## config.mk

```make
export PLATFORM = sky130hd
export DESIGN_NAME = mult_div_unit
export DESIGN_NICKNAME = d
export VERILOG_FILES = /design/src/rtl/mult_div_unit.sv
export SDC_FILE = /design/constraint.sdc
export NUM_CORES = 1
export LEC_CHECK = 0
export ABC_CLOCK_PERIOD_IN_PS = 6000
export CAP_MARGIN = 5
export CORE_MARGIN = 10
export CORE_UTILIZATION = 50
export CTS_BUF_LIST = sky130_fd_sc_hd__clkbuf_4 sky130_fd_sc_hd__clkbuf_8
export DETAILED_ROUTE_END_ITERATION = 10
export PLACE_DENSITY = 0.74
export SLEW_MARGIN = 30
export SYNTH_ARGS = -nofsm -noshare
export SYNTH_HDL_FRONTEND = slang
export SYNTH_SLANG_ARGS = --single-unit
```

## constraint.sdc

```tcl
create_clock -name Clock -period 6 [get_ports Clock]
set_input_delay 1.2 -clock Clock [delete_from_list [all_inputs] [get_ports Clock]]
set_output_delay 1.2 -clock Clock [all_outputs]
set_load 0.05 [all_outputs]
```

## src/rtl/mult_div_unit.sv

```systemverilog
// rtl/mult_div_unit.sv - multicycle signed multiply/divide unit with Hi/Lo result registers
// Shift-add multiply and restoring divide on magnitudes, signs applied once in FIX.
module mult_div_unit #(
    parameter int WIDTH = 32
) (
    input  logic             Clock,
    input  logic             Reset,
    input  logic             MultStart,
    input  logic             DivStart,
    input  logic [WIDTH-1:0] A,
    input  logic [WIDTH-1:0] B,
    output logic [WIDTH-1:0] Hi,
    output logic [WIDTH-1:0] Lo,
    output logic             Busy,
    output logic             Done,
    output logic             DivZero
);

    localparam int CW = $clog2(WIDTH);
    localparam logic [CW-1:0] LAST = CW'(WIDTH - 1);

    typedef enum logic [1:0] {IDLE, MULT, DIV, FIX} state_t;

    state_t             state, state_d;
    logic [2*WIDTH-1:0] acc;
    logic [2*WIDTH-1:0] mcand;
    logic [WIDTH-1:0]   mplier;
    logic [CW-1:0]      counter;
    logic               is_div;
    logic               neg_q;
    logic               neg_r;

    logic               start_mult;
    logic               start_div;
    logic               flag_zero;
    logic [WIDTH-1:0]   abs_a;
    logic [WIDTH-1:0]   abs_b;
    logic [WIDTH:0]     shifted;
    logic [WIDTH:0]     diff;
    logic [2*WIDTH-1:0] prod;
    logic [WIDTH-1:0]   quot;
    logic [WIDTH-1:0]   rem;

    assign abs_a = A[WIDTH-1] ? -A : A;
    assign abs_b = B[WIDTH-1] ? -B : B;

    // During DIV, acc holds {partial remainder, dividend bits shifting out as quotient bits shift in}.
    assign shifted = {acc[2*WIDTH-1:WIDTH], acc[WIDTH-1]};
    assign diff    = shifted - {1'b0, mcand[WIDTH-1:0]};

    assign prod = neg_q ? -acc : acc;
    assign quot = neg_q ? -acc[WIDTH-1:0] : acc[WIDTH-1:0];
    assign rem  = neg_r ? -acc[2*WIDTH-1:WIDTH] : acc[2*WIDTH-1:WIDTH];

    assign Busy = (state != IDLE);

    always_ff @(posedge Clock) begin
        if (Reset) begin
            state <= IDLE;
        end else begin
            state <= state_d;
        end
    end

    always_comb begin
        state_d    = state;
        start_mult = 1'b0;
        start_div  = 1'b0;
        flag_zero  = 1'b0;
        case (state)
            IDLE: begin
                if (MultStart) begin
                    start_mult = 1'b1;
                    state_d    = MULT;
                end else if (DivStart) begin
                    if (B != '0) begin
                        start_div = 1'b1;
                        state_d   = DIV;
                    end else begin
                        flag_zero = 1'b1;
                    end
                end
            end
            MULT:    if (counter == LAST) state_d = FIX;
            DIV:     if (counter == LAST) state_d = FIX;
            FIX:     state_d = IDLE;
            default: state_d = IDLE;
        endcase
    end

    always_ff @(posedge Clock) begin
        if (Reset) begin
            acc     <= '0;
            mcand   <= '0;
            mplier  <= '0;
            counter <= '0;
            is_div  <= 1'b0;
            neg_q   <= 1'b0;
            neg_r   <= 1'b0;
            Hi      <= '0;
            Lo      <= '0;
            Done    <= 1'b0;
            DivZero <= 1'b0;
        end else begin
            Done    <= (state == FIX) | flag_zero;
            DivZero <= flag_zero;
            if (start_mult || start_div) begin
                acc     <= start_mult ? '0 : {{WIDTH{1'b0}}, abs_a};
                mcand   <= {{WIDTH{1'b0}}, start_mult ? abs_a : abs_b};
                mplier  <= abs_b;
                counter <= '0;
                is_div  <= start_div;
                neg_q   <= A[WIDTH-1] ^ B[WIDTH-1];
                neg_r   <= A[WIDTH-1];
            end
            case (state)
                MULT: begin
                    if (mplier[0]) acc <= acc + mcand;
                    mcand   <= mcand << 1;
                    mplier  <= mplier >> 1;
                    counter <= counter + 1'b1;
                end
                DIV: begin
                    if (!diff[WIDTH]) acc <= {diff[WIDTH-1:0], acc[WIDTH-2:0], 1'b1};
                    else              acc <= {shifted[WIDTH-1:0], acc[WIDTH-2:0], 1'b0};
                    counter <= counter + 1'b1;
                end
                FIX: begin
                    if (is_div) begin
                        Hi <= rem;
                        Lo <= quot;
                    end else begin
                        Hi <= prod[2*WIDTH-1:WIDTH];
                        Lo <= prod[WIDTH-1:0];
                    end
                end
                default: ;
            endcase
        end
    end

endmodule

```

# Word level (Yosys, flattened, before mapping)
# Cells that the tools add are included.
# classes
n_reduce_logical	9
n_addsub	8
mul	0
n_eq_ne	7
shift	0
n_div	0
muxes	34
n_lt_le_gt_ge	0
n_bitwise	2
# op_table
cell	count
two-way mux 64 bit	6
two-way mux 32 bit	8
negation 32 bit	4
one-hot mux 64 bit (2 select lines)	1
adder 64 bit	1
negation 64 bit	1
two-way mux 31 bit	2
subtractor 33 x 32 -> 33 bit	1
nonzero test 32 bit	1
two-way mux 1 bit	10
two-way mux 5 bit	2
two-way mux 2 bit	4
!= test 3 bit, second input constant	2
one-hot mux 2 bit (3 select lines)	1
nonzero test 2 bit	3
adder 5 x 1 -> 5 bit, second input constant	1
equality test 5 bit, second input constant	1
equality test 2 bit, second input constant	2
OR reduction 2 bit	2
AND reduction 3 bit	1
equality test 2 x 1 -> 1 bit, second input constant	1
logical NOT 2 bit	1
!= test 2 x 1 -> 1 bit, second input constant	1
logical OR 1 bit	1
2 further kinds	2
# totals
mem_bits_rw	0
latchBits	0
wordCells	74
reg_bits	236
romBits	0
mem_count	0
output_inout_bits	67
input_bits	68

# Depth between registers and ports, before layout
# depth
ltp_word	9
depth_mapped	15
ltp_nobuf	13

# Worst setup path after synthesis
# Ideal clock, no wire load.
# synth_timing
path_type	input port to flip-flop
start	input port B[6]
end	register acc[32]
required_ns	5.909
path_buffers	1
stages	9
t_arrival_ns	3.827
setup_ns	0.091
setup_slack_ns	2.082
cell_sequence	or4_1 or3_1 nor3_1 a31oi_1 o21a_1 nor2_1 clkbuf_1 a21oi_1 a311oi_1
# synth_via
elab_chain_len	9
# synth_lines
item	line	text
from (decl)	11	input logic [WIDTH-1:0] B,
nonzero test 32 bit (*)	76	if (B != '0) begin
two-way mux 1 bit (*)	76	
two-way mux 1 bit (*)	75	end else if (DivStart) begin
two-way mux 1 bit (*)	72	if (MultStart) begin
two-way mux 1 bit (*)	70	case (state)
logical OR 1 bit (*)	107	if (start_mult || start_div) begin
two-way mux 64 bit (*)	107	
two-way mux 64 bit	118	if (mplier[0]) acc <= acc + mcand;
one-hot mux 64 bit (2 select lines) (*)	116	case (state)
to (signal assigned)	108	acc <= start_mult ? '0 : {{WIDTH{1'b0}}, abs_a};
to (signal assigned)	118	
to (signal assigned)	124	if (!diff[WIDTH]) acc <= {diff[WIDTH-1:0], acc[WIDTH-2:0], 1'b1};
to (decl)	25	logic [2*WIDTH-1:0] acc;
# Mark *: on every way between the ends. The rest lies on a longest branch, timed or not.
# A chain may end at the register's enable or synchronous reset.

# Final worst setup path
# layout_timing
start	register acc[31]
end	register acc[41]
# layout_via
elab_chain_len	3
elab_cells_between_ends	5
classes_between	2 x add/sub; 3 x mux
# layout_lines
item	line
adder 64 bit or subtractor 33 x 32 -> 33 bit (tied branches)	118, 49
two-way mux 64 bit, on equally long branches	118, 124
one-hot mux 64 bit (2 select lines) (*)	116
# Marked as above.

==> results.md <==
- Kind of critical path: flip-flop to flip-flop
- Worst hold path class: flip-flop to flip-flop
- H-tree Lvls: 2
- Vias per cell: 6.40
- Worst-Skew Late Latency: 0.65 ns
- Root Driver: clkbuf_8
- Comb pwr share: 59.0%
- Final WL: 69700 um
- Share of flip-flops with an asynchronous set or reset: 0%
- GPL Wtd Cong: 0.962
- Unrepaired setup endpoints after global routing: no
- Post-route antenna net violation count: 0
- Synthesized Nets: 2717
- Die Span X: 214 um
- Router iterations before antenna repair: 6
- Mapped cell area: 18900 um2
- Cts hold-fix bufs: 0
- Row cnt: 71
- Post-synth top flop: dfxtp_1
- Chip height: 214 um
- Fmax: 217 MHz
- Register area share after synthesis: 25.0%
- First-pass GRT wire length: 107000 um
- GRT Overall Usage: 28.6%
- Initial antenna violation count: 2
- Starting density of the core: 50.4%
- DRC: 0
- Net Sw Frac: 49.4%
- Design Area, Final: 21500 um2
- Max Cap Violations: 0
- Internal power: 0.00526 W
- Outcome: finished clean
- Worst vdd ir: 0.000388 V
- Switching power: 0.00512 W
- Max clock buf depth: 3
- Setup violations, final: 0
- CTS buffer count: 45
- CP endpoint kind: flip-flop
- Wire length per cell: 22.3 um
- Mean post-synth cell area: 7.43 um2
- Total gr overflow: 0
- Worst slew pin tran: 1.00 ns
- Area of the die: 45900 um2
- Final min period: 4.61 ns
- Worst rel slew slack: 33.2%
- Core area: 37500 um2
- # fillers: 3573
- Fin nets: 2745
- CP required: 6.47 ns
- Post-synth EDFFs: 0
- Fin crit share: 76.8%
- Pwr Density: 482 nW/um2
- Worst Path Max Fanout: 36
- Critical Path AT: 5.07 ns
- CTS tree: done
- Cells after Synth: 2542
- Clock slew at reported path FFs: 0.06 ns
- Placed inst area: 20500 um2
- CP Launch Type: flip-flop
- Initial DRC count: 2157
- Number of global-route vias before repair: 18700
- Clock power share: 17.8%
- Seq pwr share: 23.2%
- #FFs+latches synth: 236
- Final HPWL DP: 51300 um
- Clock Skew: 0.0413 ns
- Syn. warnings: 0
- Largest net degree at the start of global routing: 114
- Clk sinks: 236
- Post-CTS sizing: 0
- Pins Over Slew Limit: 0
- Setup TNS: 0 ns
- Final Hold Fails: 0
- Buffers added on ports: 134
- I/O pins: 135
- Synth cell types: 81
- Vias: 19900
- Leak Pwr: 8.38 nW
- Layout cells sized above 1: 6.33%
- Layout area overhead: 14.1%
- Setup bufs post-CTS: 0
path summary, 6_finish.rpt:
kind	slack [ns]	cells past startpoint	from	end
worst max-delay path	1.39	14	acc[31]	acc[41]
worst min-delay path	0.48	2	Hi[14]	Hi[14]
worst max register to register	1.39	14	acc[31]	acc[41]
worst min register to register	0.48	2	Hi[14]	Hi[14]
layout make-up:
class | instances | area, um2 | share of cell area (%)
Multi-Input combinational cell | 2041 | 13200 | 61.4
Sequential cell | 236 | 4720 | 21.9
Timing Repair Buffer | 164 | 1600 | 7.43
Clock buffer | 68 | 880 | 4.08
Tap cell | 511 | 639 | 2.97
Inverter | 82 | 308 | 1.43
Clock inverter | 14 | 158 | 0.732
Antenna cell | 1 | 2.50 | 0.0116
power by group through the flow:
stage / Combinational, W / Sequential, W / Clock, W
CTS: 0.00601 / 0.00238 / 0.00187
global placement: 0.00589 / 0.00240 / 0
global route: 0.00665 / 0.00244 / 0.00193
detailed placement: 0.00598 / 0.00241 / 0
floorplan: 0.00430 / 0.00239 / 0
finish: 0.00613 / 0.00240 / 0.00185
layout by cell type (no fill, tap or decap), drive strengths merged, types with 44 or more instances in the layout:
cell	synthesis	layout
nand3	49	49
and3	56	56
xnor2	94	94
nand2	238	238
inv	82	84
ha	105	105
o21ai	147	147
a211oi	96	96
clkdlybuf4s50	0	133
clkbuf	158	68
nor2	241	241
mux2i	44	44
nor3	57	57
xor2	101	101
a21oi	287	287
dfxtp	236	236
flip-flops by register name (all words and copies together), names as in the netlist:
| signal | cells |
|---|---|
| DivZero | 1 |
| Done | 1 |
| Hi | 32 |
| Lo | 32 |
| acc | 64 |
| counter | 5 |
| is_div | 1 |
| mcand | 64 |
| mplier | 32 |
| neg_q | 1 |
| neg_r | 1 |
| state | 2 |
cells in the mapped netlist, types with 49 or more instances:
master    instances  area (um2)
xnor2_1          94         823
inv_1            81         304
and3_1           56         350
ha_1            105        1310
nand3_1          49         245
a211oi_1         96         721
nand2_1         238         893
xor2_1          101         885
nor3_1           57         285
nor2_1          240         901
o21ai_0         143         716
dfxtp_1         236        4720
a21oi_1         287        1440
clkbuf_1        158         593
routing by layer:
| metal | share of wire [%] | global-route usage [%] | up-vias | wire length, um |
|---|---|---|---|---|
| li1 | - | - | 9415 | - |
| met1 | 42 | 37.3 | 9395 | 29400 |
| met2 | 44 | 45.1 | 960 | 30800 |
| met3 | 10 | 6.56 | 164 | 7030 |
| met4 | 3.6 | 10.9 | 2 | 2490 |
| met5 | 0.016 | 0 | - | 11 |
logic make-up (layout without fill, tap and decap cells):
family	Yosys count	in the layout	synth area share, %
xor+xnor	195	195	9.04
other cells	0	1	0
buf+inv	265	328	5.35
simple gates	816	816	20.5
flops	236	236	25.0
mux	60	60	3.29
fa+ha+maj	107	107	7.17
compound gates	863	863	29.7
through the flow:
step	util, %	total power, W	instances	setup WS (ns)	hold slack (ns)
after detailed placement	54.7	0.00840	3034	0.997	0.476
after CTS	57.4	0.0103	3116	1.42	0.484
after floorplan	-	0.00669	2542	2.08	0.432
final	57.5	0.0104	3117	1.39	0.482
after global routing	57.4	0.0110	3116	1.09	0.502
after global placement	54.6	0.00829	3033	1.03	0.464
worst max-delay path, stage by stage, from the launching register on:
cell and delay (ns):
dfxtp_1 0.43, inv_1 0.11, ha_1 0.25, fa_1 0.41, nand2b_1 0.18, a21o_1 0.20, a31oi_1 0.28, a211o_1 0.27
o31ai_1 0.17, o311ai_1 0.68, xor2_4 0.39, buf_12 0.27, mux2_2 0.37, a221oi_1 0.27, a311oi_1 0.13
(Power assumes the default switching activity.)
